[config.mk]
export PLATFORM = sky130hd
export DESIGN_NAME = shift_seq_ctrl
export DESIGN_NICKNAME = d
export VERILOG_FILES = /design/src/rtl/shift_seq_ctrl.sv
export SDC_FILE = /design/constraint.sdc
export NUM_CORES = 1
export LEC_CHECK = 0
export BUFFER_PORTS_ARGS = -buffer_cell sky130_fd_sc_hd__buf_4
export CAP_MARGIN = 10
export CORE_ASPECT_RATIO = 0.75
export CORE_MARGIN = 2
export CORE_UTILIZATION = 46
export DETAILED_ROUTE_END_ITERATION = 16
export GPL_TIMING_DRIVEN = 0
export HOLD_SLACK_MARGIN = 0.02
export PLACE_DENSITY = 0.85
export SLEW_MARGIN = 15
export SYNTH_ARGS = -nofsm -noshare
export SYNTH_HDL_FRONTEND = slang
export SYNTH_SLANG_ARGS = --single-unit
[constraint.sdc]
create_clock -name clk -period 1.44 [get_ports clk]
set_input_delay 0.216 -clock clk [delete_from_list [all_inputs] [get_ports clk]]
set_output_delay 0.216 -clock clk [all_outputs]
set_load 0.1 [all_outputs]
[src/rtl/shift_seq_ctrl.sv]
// Multi-cycle shift sequencer: accepts a word over valid/ready, shifts it one bit per cycle
// for the requested (clamped) count, then holds the result on a valid/ready output.
module shift_seq_ctrl #(
    parameter int unsigned WIDTH = 8,
    parameter int unsigned AW    = $clog2(WIDTH) + 1
) (
    input  logic             clk,
    input  logic             rst,
    input  logic             in_valid,
    output logic             in_ready,
    input  logic [WIDTH-1:0] in_data,
    input  logic [AW-1:0]    in_amt,
    input  logic             in_dir,
    input  logic             in_fill,
    input  logic             abort,
    output logic             out_valid,
    input  logic             out_ready,
    output logic [WIDTH-1:0] out_data,
    output logic             busy,
    output logic             shift_en
);

    typedef enum logic [1:0] {
        StIdle,
        StShift,
        StDone
    } state_e;

    localparam logic [AW-1:0] WidthAmt = AW'(WIDTH);
    localparam logic [AW-1:0] OneAmt   = AW'(1);

    state_e           state_q, state_d;
    logic [WIDTH-1:0] data_q, data_d;
    logic [AW-1:0]    cnt_q, cnt_d;
    logic             dir_q, dir_d;
    logic             fill_q, fill_d;
    logic [AW-1:0]    amt_clamped;

    assign amt_clamped = (in_amt > WidthAmt) ? WidthAmt : in_amt;

    always_ff @(posedge clk or posedge rst) begin
        if (rst) begin
            state_q <= StIdle;
            data_q  <= '0;
            cnt_q   <= '0;
            dir_q   <= 1'b0;
            fill_q  <= 1'b0;
        end else begin
            state_q <= state_d;
            data_q  <= data_d;
            cnt_q   <= cnt_d;
            dir_q   <= dir_d;
            fill_q  <= fill_d;
        end
    end

    always_comb begin
        state_d   = state_q;
        data_d    = data_q;
        cnt_d     = cnt_q;
        dir_d     = dir_q;
        fill_d    = fill_q;
        in_ready  = 1'b0;
        out_valid = 1'b0;
        shift_en  = 1'b0;

        unique case (state_q)
            StIdle: begin
                // abort masks ready so a coincident request is refused, not queued
                in_ready = !abort;
                if (in_valid && !abort) begin
                    data_d  = in_data;
                    dir_d   = in_dir;
                    fill_d  = in_fill;
                    cnt_d   = amt_clamped;
                    state_d = (amt_clamped == '0) ? StDone : StShift;
                end
            end
            StShift: begin
                if (abort) begin
                    state_d = StIdle;
                end else begin
                    shift_en = 1'b1;
                    data_d   = dir_q ? {fill_q, data_q[WIDTH-1:1]}
                                     : {data_q[WIDTH-2:0], fill_q};
                    cnt_d    = cnt_q - OneAmt;
                    if (cnt_q == OneAmt) begin
                        state_d = StDone;
                    end
                end
            end
            StDone: begin
                out_valid = !abort;
                if (abort || out_ready) begin
                    state_d = StIdle;
                end
            end
            default: state_d = StIdle;
        endcase
    end

    assign busy     = (state_q != StIdle);
    assign out_data = data_q;

endmodule

# == Yosys cells after proc, flatten, opt, wreduce, memory -nomap -nowiden ==
# Cells that the tools add are included.
# word_totals
input_bits,19
out_inout_bits,12
regBits,16
# op_classes
eq_ne,7
add_sub_neg,1
order_cmp,1
n_reduce_logical,10
n_mux,18
# ops
cell,count
8-bit 2-to-1 mux,3
8-bit case mux with 2 select lines,1
4-bit 2-to-1 mux,3
2-bit 2-to-1 mux,5
4-bit case mux with 2 select lines,1
"2-bit inequality test, second input constant",3
2-bit case mux with 3 select lines,1
3-bit AND reduction,2
"4-bit by 1-bit equality test with 1-bit output, second input constant",1
"4-bit > comparator, second input constant",1
4-bit logical NOT,1
1-bit 2-to-1 mux,4
2-bit nonzero test,2
"4-bit by 1-bit subtractor with 4-bit output, second input constant",1
"3-bit inequality test, second input constant",1
"2-bit by 1-bit equality test with 1-bit output, second input constant",1
"2-bit equality test, second input constant",1
2-bit logical NOT,1
2-bit AND reduction,1
1-bit logical AND,1
1-bit logical NOT,1
1-bit logical OR,1

# == Longest topological paths before layout ==
# Gate-level depths: netlist of run 1.
# logic_depth
depth_word,6
mapped_depth,5
ltp_nobuf,5

# == Worst setup path before layout of run 1 ==
# OpenSTA, ideal clock, no wires.
# synth_timing
path_type,register to output
from,register state_q[0]
to,output port out_valid
required_time_ns,1.224
setup_slack_ns,-1.481
path_stages_with_launch,3
arrival_time_ns,2.705
cell_sequence,dfrtp_1 buf_6 nor3b_1
# synth_between
elab_chain_cells,2
# synth_rtl
item,line_no,source
from (decl),32,"state_e state_q, state_d;"
from (signal assigned),43,state_q <= StIdle;
from (signal assigned),49,state_q <= state_d;
2-bit equality test,67,unique case (state_q)
1-bit 2-to-1 mux,67,
to (decl),16,"output logic out_valid,"
# Every way passes these cells.

# == Worst setup path after layout of run 1 ==
# layout_timing
from,register state_q[1]
to,output port in_ready
# layout_between
elab_chain_cells,2
# layout_rtl
item,line_no,source
2-bit logical NOT,67,
1-bit 2-to-1 mux,67,
to (decl),10,"output logic in_ready,"
# Every way passes these cells.

==> results.toml, run 1 <==
[finish]
drive_above_1_share_pct = 70.5
final_common_cell = "buf_4"
area_delta_synth_final_pct = 47.4
finalNetCount = 154
antenna_cells = 0
fillers = 166
layout_common_cells = "32 x buf_4, 26 x mux2_4, 8 x dfrtp_1, 8 x dfrtp_4, 6 x inv_1"

[yosys]
synth_cell_types = 33
synth_seq_area_share_pct = 35.2
avgSynthCellArea_um2 = 12.7
ys.warnings.count = 0
synth_seq_cells = 16
syn-cell-area_mm2 = 0.00114
synthAdderAreaFrac_pct = 2.20
synthMuxAreaShare_pct = 34.8
syn_nets = 111
yosys.area_share.simple_pct = 12.6
netlist_instances = 90
synth_compound_area_share_pct = 7.80
synth_top_family_by_area = "multiplexers"
synth_xor_area_share_pct = 0

[timing]
maxSlewViolCount = 0
slew_headroom_pct = 58.0
hold_viol_final = 0
setup_viol = 15
rsz0062_at_grt = "true"
fin_crit_ps = 1570
whs_ps = 153
post-route-period-util_pct = 109
setup_slack_ps = -125
fin_skew_ps = 8.46
worstMarginPinSlew_ps = 629
tns_ps = -1070
fmax_ghz = 0.639

[worst_hold_path]
hold_path.class = "input port to flip-flop"
min_from = "in_fill"
hold_depth = 2
min_to = "fill_q$_DFFE_PP0P_"

[detailed_routing]
first_pass_iters = 4
antenna_left = 0
viasPerCell = 5.17
wire_per_inst_um = 15.9
wirelength_um = 2640
drc = 0
drt_iter0_markers = 19
vias = 859

[worst_setup_path]
path_common_cell = "nor2_4"
r2r_cells = 5
critPathTopFamily = "flip-flops"
worstReg2RegEnd = "out_data[0]$_DFFE_PP0P_"
cp_data_required_time_ps = 1220
crit_start = "state_q[1]$_DFFE_PP0P_"
path_max_fanout = 5
critical_path_class = "flip-flop to primary output"
rrSetupSlack_ps = -100
cp.arrival_ps = 1350
critical_path.startpoint_type = "flip-flop"
worst_path_max_delay_cell = "dfrtp_1"
critPathMaxStageDelay_ps = 400
crit_path_end_kind = "primary output"
path_buf_inv = 3
r2r-start = "state_q[0]$_DFFE_PP0P_"
cp_cell_sequence = "buf_6 > nor2_4 > inv_8 > nor2_4 > buf_12"

[die]
io_pins = 31
core_region_area_mm2 = 0.00233
rows = 15
floorplan.die_area_mm2 = 0.00289
chipWidth_um = 61.4
die_height_um = 47.1
initial_core_util_pct = 48.9

[clock_network]
cts-root-buf = "clkbuf_4"
cts_tree = "done"
clockBufferDepth = 2
clk_pin_slew_ps = 100
h-tree-depth = 1
cts_buffers = 3
cts_num_sinks = 16
insertion_delay_ps = 290

[global_route]
antenna_found_initial = 0
grt_pass1_vias = 879
grt_max_degree = 17
grt-ovfl-total = 0
grt_usage_pct = 21.0
grt_pass1_wl_um = 4160

[pwr]
p_leak_nw = 0.776
ir_drop_mv = 0.709
p_per_area_mw_per_mm2 = 1550

[run_status]
violations = "setup timing"
status = "complete, but fails checks"

[place]
hpwlAfterDp_um = 1830
port_buffers = 29
globalplace.congestion = 0.775

[run]
timing.max_cap.violations = 0
worst max-delay path by stage:
| stage | endpoint | cells past startpoint |
|---|---|---|
| 2_1_floorplan | out_valid | 2 |
| 3_3_place_gp | out_data[0]$_DFFE_PP0P_ | 4 |
| 3_5_place_dp | out_data[4]$_DFFE_PP0P_ | 4 |
| 4_1_cts | in_ready | 5 |
| 5_1_grt | in_ready | 5 |
| 6_report | in_ready | 5 |
final cells by class:
cell class / instances / area, um2 / share of cell area, %
inverters: 7 / 33.8 / 2.01
multi-input cells: 61 / 753 / 44.9
well taps: 34 / 42.5 / 2.54
repair buffers: 38 / 327 / 19.5
plain buffers: 6 / 65.1 / 3.88
flip-flops and latches: 16 / 430 / 25.7
clock buffers: 4 / 26.3 / 1.57
state kept, by name, summed over array words and instances (netlist names):
register,cells
dir_q,1
state_q,2
cnt_q,4
out_data,8
fill_q,1
cell families (layout without fill, tap and decap cells):
kind of cell    after synthesis  count (layout)
mux                          31              31
buf+inv                      13              55
simple gates                 20              20
flops                        16              16
compound gates                8               8
fa+ha+maj                     2               2
routing by layer:
metal	global-route usage [%]	routed length, um	share of wire, %	up-vias
met1	25.0	1110	42	423
met2	36.0	1340	51	21
met5	0	0	0	-
li1	-	-	-	407
met4	8.51	52	2.0	0
met3	6.34	128	4.9	8
power breakdown:
part	total (mW)	internal, mW	leakage [nW]	switching, mW
combinational	1.59	0.652	0.578	0.941
sequential	0.753	0.622	0.184	0.130
clock	0.251	0.108	0.0150	0.143
total	2.60	1.38	0.776	1.21
per-stage QoR:
stage	utilization [%]	cell area, um2	setup slack, ps	cells	power [mW]
after floorplan	-	1250	-126	90	1.99
after global placement	65.1	1510	-99.3	153	2.24
after detailed placement	65.1	1510	-154	153	2.28
after CTS	71.6	1670	-117	165	2.60
after global routing	72.1	1680	-162	166	2.72
final	72.1	1680	-125	166	2.60
worst reg2reg max path, cell delays in order, from the launching register on:
cell,delay [ps]
dfrtp_1,360
buf_6,160
nor2b_4,190
buf_8,160
mux2_4,310
mux2_4,250
cells in the mapped netlist:
cell,instances,share of area (%)
nor3b_1,2,1.3
nor3_2,1,0.88
nor2_1,3,0.99
mux2_4,14,18
nor4_1,1,0.55
nand3_1,1,0.44
a2bb2oi_1,1,0.77
buf_4,1,0.66
nor2b_4,1,1.2
nor3_1,1,0.44
buf_6,4,4.0
mux2_1,11,11
mux2i_1,4,3.5
inv_2,1,0.33
nand2_1,1,0.33
o22a_1,1,0.77
a2bb2oi_2,1,1.3
nor2_4,1,0.99
nor2b_1,2,1.1
buf_2,1,0.44
dfrtp_1,16,35
a2111oi_4,1,2.4
a2111oi_0,1,0.77
nand2b_1,3,1.6
a32oi_1,1,0.77
inv_1,6,2.0
o22ai_1,1,0.55
nor3b_2,1,1.1
a21oi_1,1,0.44
ha_1,2,2.2
nand3b_1,1,0.66
mux2_2,2,2.0
or3_4,1,0.99
repair_timing:
action	CTS	global route
buffers inserted	6	1
endpoints found under the hold margin	8	0
endpoints found under the setup margin	15	16
pin swaps	4	3
hold buffers	1	0
resized for setup	16	1
cloned	1	0
Power figures use the tool's default switching activity.
==> run 2, diff against run 1 <==
--- a/config.mk
+++ b/config.mk
@@ -8,11 +8,11 @@
 export BUFFER_PORTS_ARGS = -buffer_cell sky130_fd_sc_hd__buf_4
 export CAP_MARGIN = 10
 export CORE_ASPECT_RATIO = 0.75
-export CORE_MARGIN = 2
+export CORE_MARGIN = 10
 export CORE_UTILIZATION = 46
 export DETAILED_ROUTE_END_ITERATION = 16
 export GPL_TIMING_DRIVEN = 0
-export HOLD_SLACK_MARGIN = 0.02
+export HOLD_SLACK_MARGIN = 0.05
 export PLACE_DENSITY = 0.85
 export SLEW_MARGIN = 15
 export SYNTH_ARGS = -nofsm -noshare
==> run 2 against run 1 <==
Effect of this change: the run still ends with setup timing left; die area grew 69%; critical path type unchanged; clock skew shrank 0.72 ps; critical endpoint unchanged; count of clock-buffer cells in the layout is the same; largest cell class unchanged; maximum frequency grew 0.68%; register-to-register slack gained 20 ps.
==> results.toml, run 2 (synthesized netlist as in run 1, its figures left out) <==
[die]
core_region_area_mm2 = 0.00233
rows = 15
io_pins = 31
initial_core_util_pct = 48.9
floorplan.die_area_mm2 = 0.00489
chipWidth_um = 77.4
die_height_um = 63.1

[global_route]
grt_pass1_vias = 890
grt_pass1_wl_um = 4640
grt_max_degree = 17
grt_usage_pct = 11.6
grt-ovfl-total = 0
antenna_found_initial = 0

[detailed_routing]
first_pass_iters = 3
wirelength_um = 3070
drc = 0
met2_length_um = 1540
viasPerCell = 5.04
vias = 857
wl_met1_um = 1440
route.met3.wl_um = 72
wire_per_inst_um = 18.1
antenna_left = 0
drt_iter0_markers = 41
top_layer = "met4"

[finish]
final_common_cell = "buf_4"
antenna_cells = 0
fin_util_pct = 73.9
final_area_mm2 = 0.00172
layout_common_cells = "37 x buf_4, 26 x mux2_4, 8 x dfrtp_1, 8 x dfrtp_4, 6 x inv_1"
drive_above_1_share_pct = 72.1
seq_area_um2 = 430
finalNetCount = 158
multiInputGateArea_um2 = 753
area_delta_synth_final_pct = 51.1
largest_reg_flops = 8
fillers = 161

[timing]
slew_headroom_pct = 58.0
hold_viol_final = 0
fmax_ghz = 0.643
setup_viol = 15
setup_slack_ps = -115
worstMarginPinSlew_ps = 630
tns_ps = -821
fin_crit_ps = 1550
post-route-period-util_pct = 108
rsz0062_at_grt = "true"
maxSlewViolCount = 0
fin_skew_ps = 7.74

[pwr]
p_comb_share_pct = 60.9
pwr-share-clk_pct = 11.2
switching_share_pct = 46.2
ir_drop_mv = 0.861
p_sw_mw = 1.26
p_per_area_mw_per_mm2 = 1580
total_power_mw = 2.71
p_leak_nw = 0.800
seq_power_share_pct = 27.9
p_int_mw = 1.46

[clock_network]
cts_buffers = 3
h-tree-depth = 1
clockBufferDepth = 2
insertion_delay_ps = 290
clk_pin_slew_ps = 100
cts_tree = "done"
cts-root-buf = "clkbuf_4"
cts_num_sinks = 16

[worst_setup_path]
r2r-start = "state_q[0]$_DFFE_PP0P_"
cp.arrival_ps = 1340
r2r_cells = 5
crit_start = "state_q[1]$_DFFE_PP0P_"
rrSetupSlack_ps = -80
crit_path_end_kind = "primary output"
critical_path_class = "flip-flop to primary output"
critical_path.startpoint_type = "flip-flop"
path_max_fanout = 10
worstReg2RegEnd = "out_data[0]$_DFFE_PP0P_"
cp_data_required_time_ps = 1220

[place]
port_buffers = 29
place_ws_ps = -136
hpwlAfterDp_um = 2120
placed_cell_area_mm2 = 0.00151
globalplace.congestion = 0.842

[worst_hold_path]
hold_depth = 2
min_to = "fill_q$_DFFE_PP0P_"
min_from = "in_fill"
hold_path.class = "input port to flip-flop"

[run]
timing.max_cap.violations = 0

[run_status]
violations = "setup timing"
status = "complete, but fails checks"
## run 2: cell count changes in the layout (fill, tap and decap cells not counted)
cell / before / now
clkbuf_1: 1 / 0
buf_2: 2 / 1
buf_4: 32 / 37
clkbuf_8: 0 / 1
## run 2: repair_timing
item                                    4_1_cts  5_1_grt
endpoints found under the hold margin        16        0
buffers inserted                              7        4
pin swaps                                     4        3
gates cloned                                  1        0
gates resized for setup                      16        2
hold buffers                                  1        0
endpoints found under the setup margin       16       16
## run 2: stage by stage
| step | hold slack (ps) | cells |
|---|---|---|
| final | 158 | 170 |
| after global routing | 149 | 170 |
| after global placement | 315 | 153 |
| after floorplan | 130 | 90 |
| after detailed placement | 331 | 153 |
| after CTS | 158 | 166 |
## run 2: power by group through the flow
| stage | Clock (mW) | Combinational (mW) | Sequential (mW) |
|---|---|---|---|
| 2_1_floorplan | 0 | 0.715 | 1.27 |
| 3_3_place_gp | 0 | 1.50 | 0.743 |
| 3_5_place_dp | 0 | 1.53 | 0.760 |
| 4_1_cts | 0.308 | 1.62 | 0.752 |
| 5_1_grt | 0.328 | 1.72 | 0.775 |
| 6_report | 0.305 | 1.65 | 0.758 |
## run 2: final cells by class
type	instances	area share (%)
multi-input combinational	61	43.8
sequential	16	25.0
timing repair buffer	42	20.9
buffer	6	3.78
tap	34	2.47
clock buffer	4	2.11
inverter	7	1.96
## run 2: per-layer routing
metal | global-route usage (%) | vias to the layer above
met5 | 0 | -
met4 | 1.36 | 0
met3 | 3.26 | 4
met2 | 19.5 | 15
met1 | 14.8 | 427
li1 | - | 411
## run 2: how the worst max path moves through the flow
stage	to	cells after the start
CTS	in_ready	5
detailed placement	out_data[4]$_DFFE_PP0P_	4
finish	in_ready	5
global route	cnt_q[2]$_DFFE_PP0P_	5
floorplan	out_valid	2
global placement	out_data[0]$_DFFE_PP0P_	4
## run 2: worst max-delay path, cell delays in order, from the launching register on
cell and delay, ps:
dfrtp_1 380, buf_6 150, nor2_4 180, inv_8 50
nor2_4 100, buf_12 180
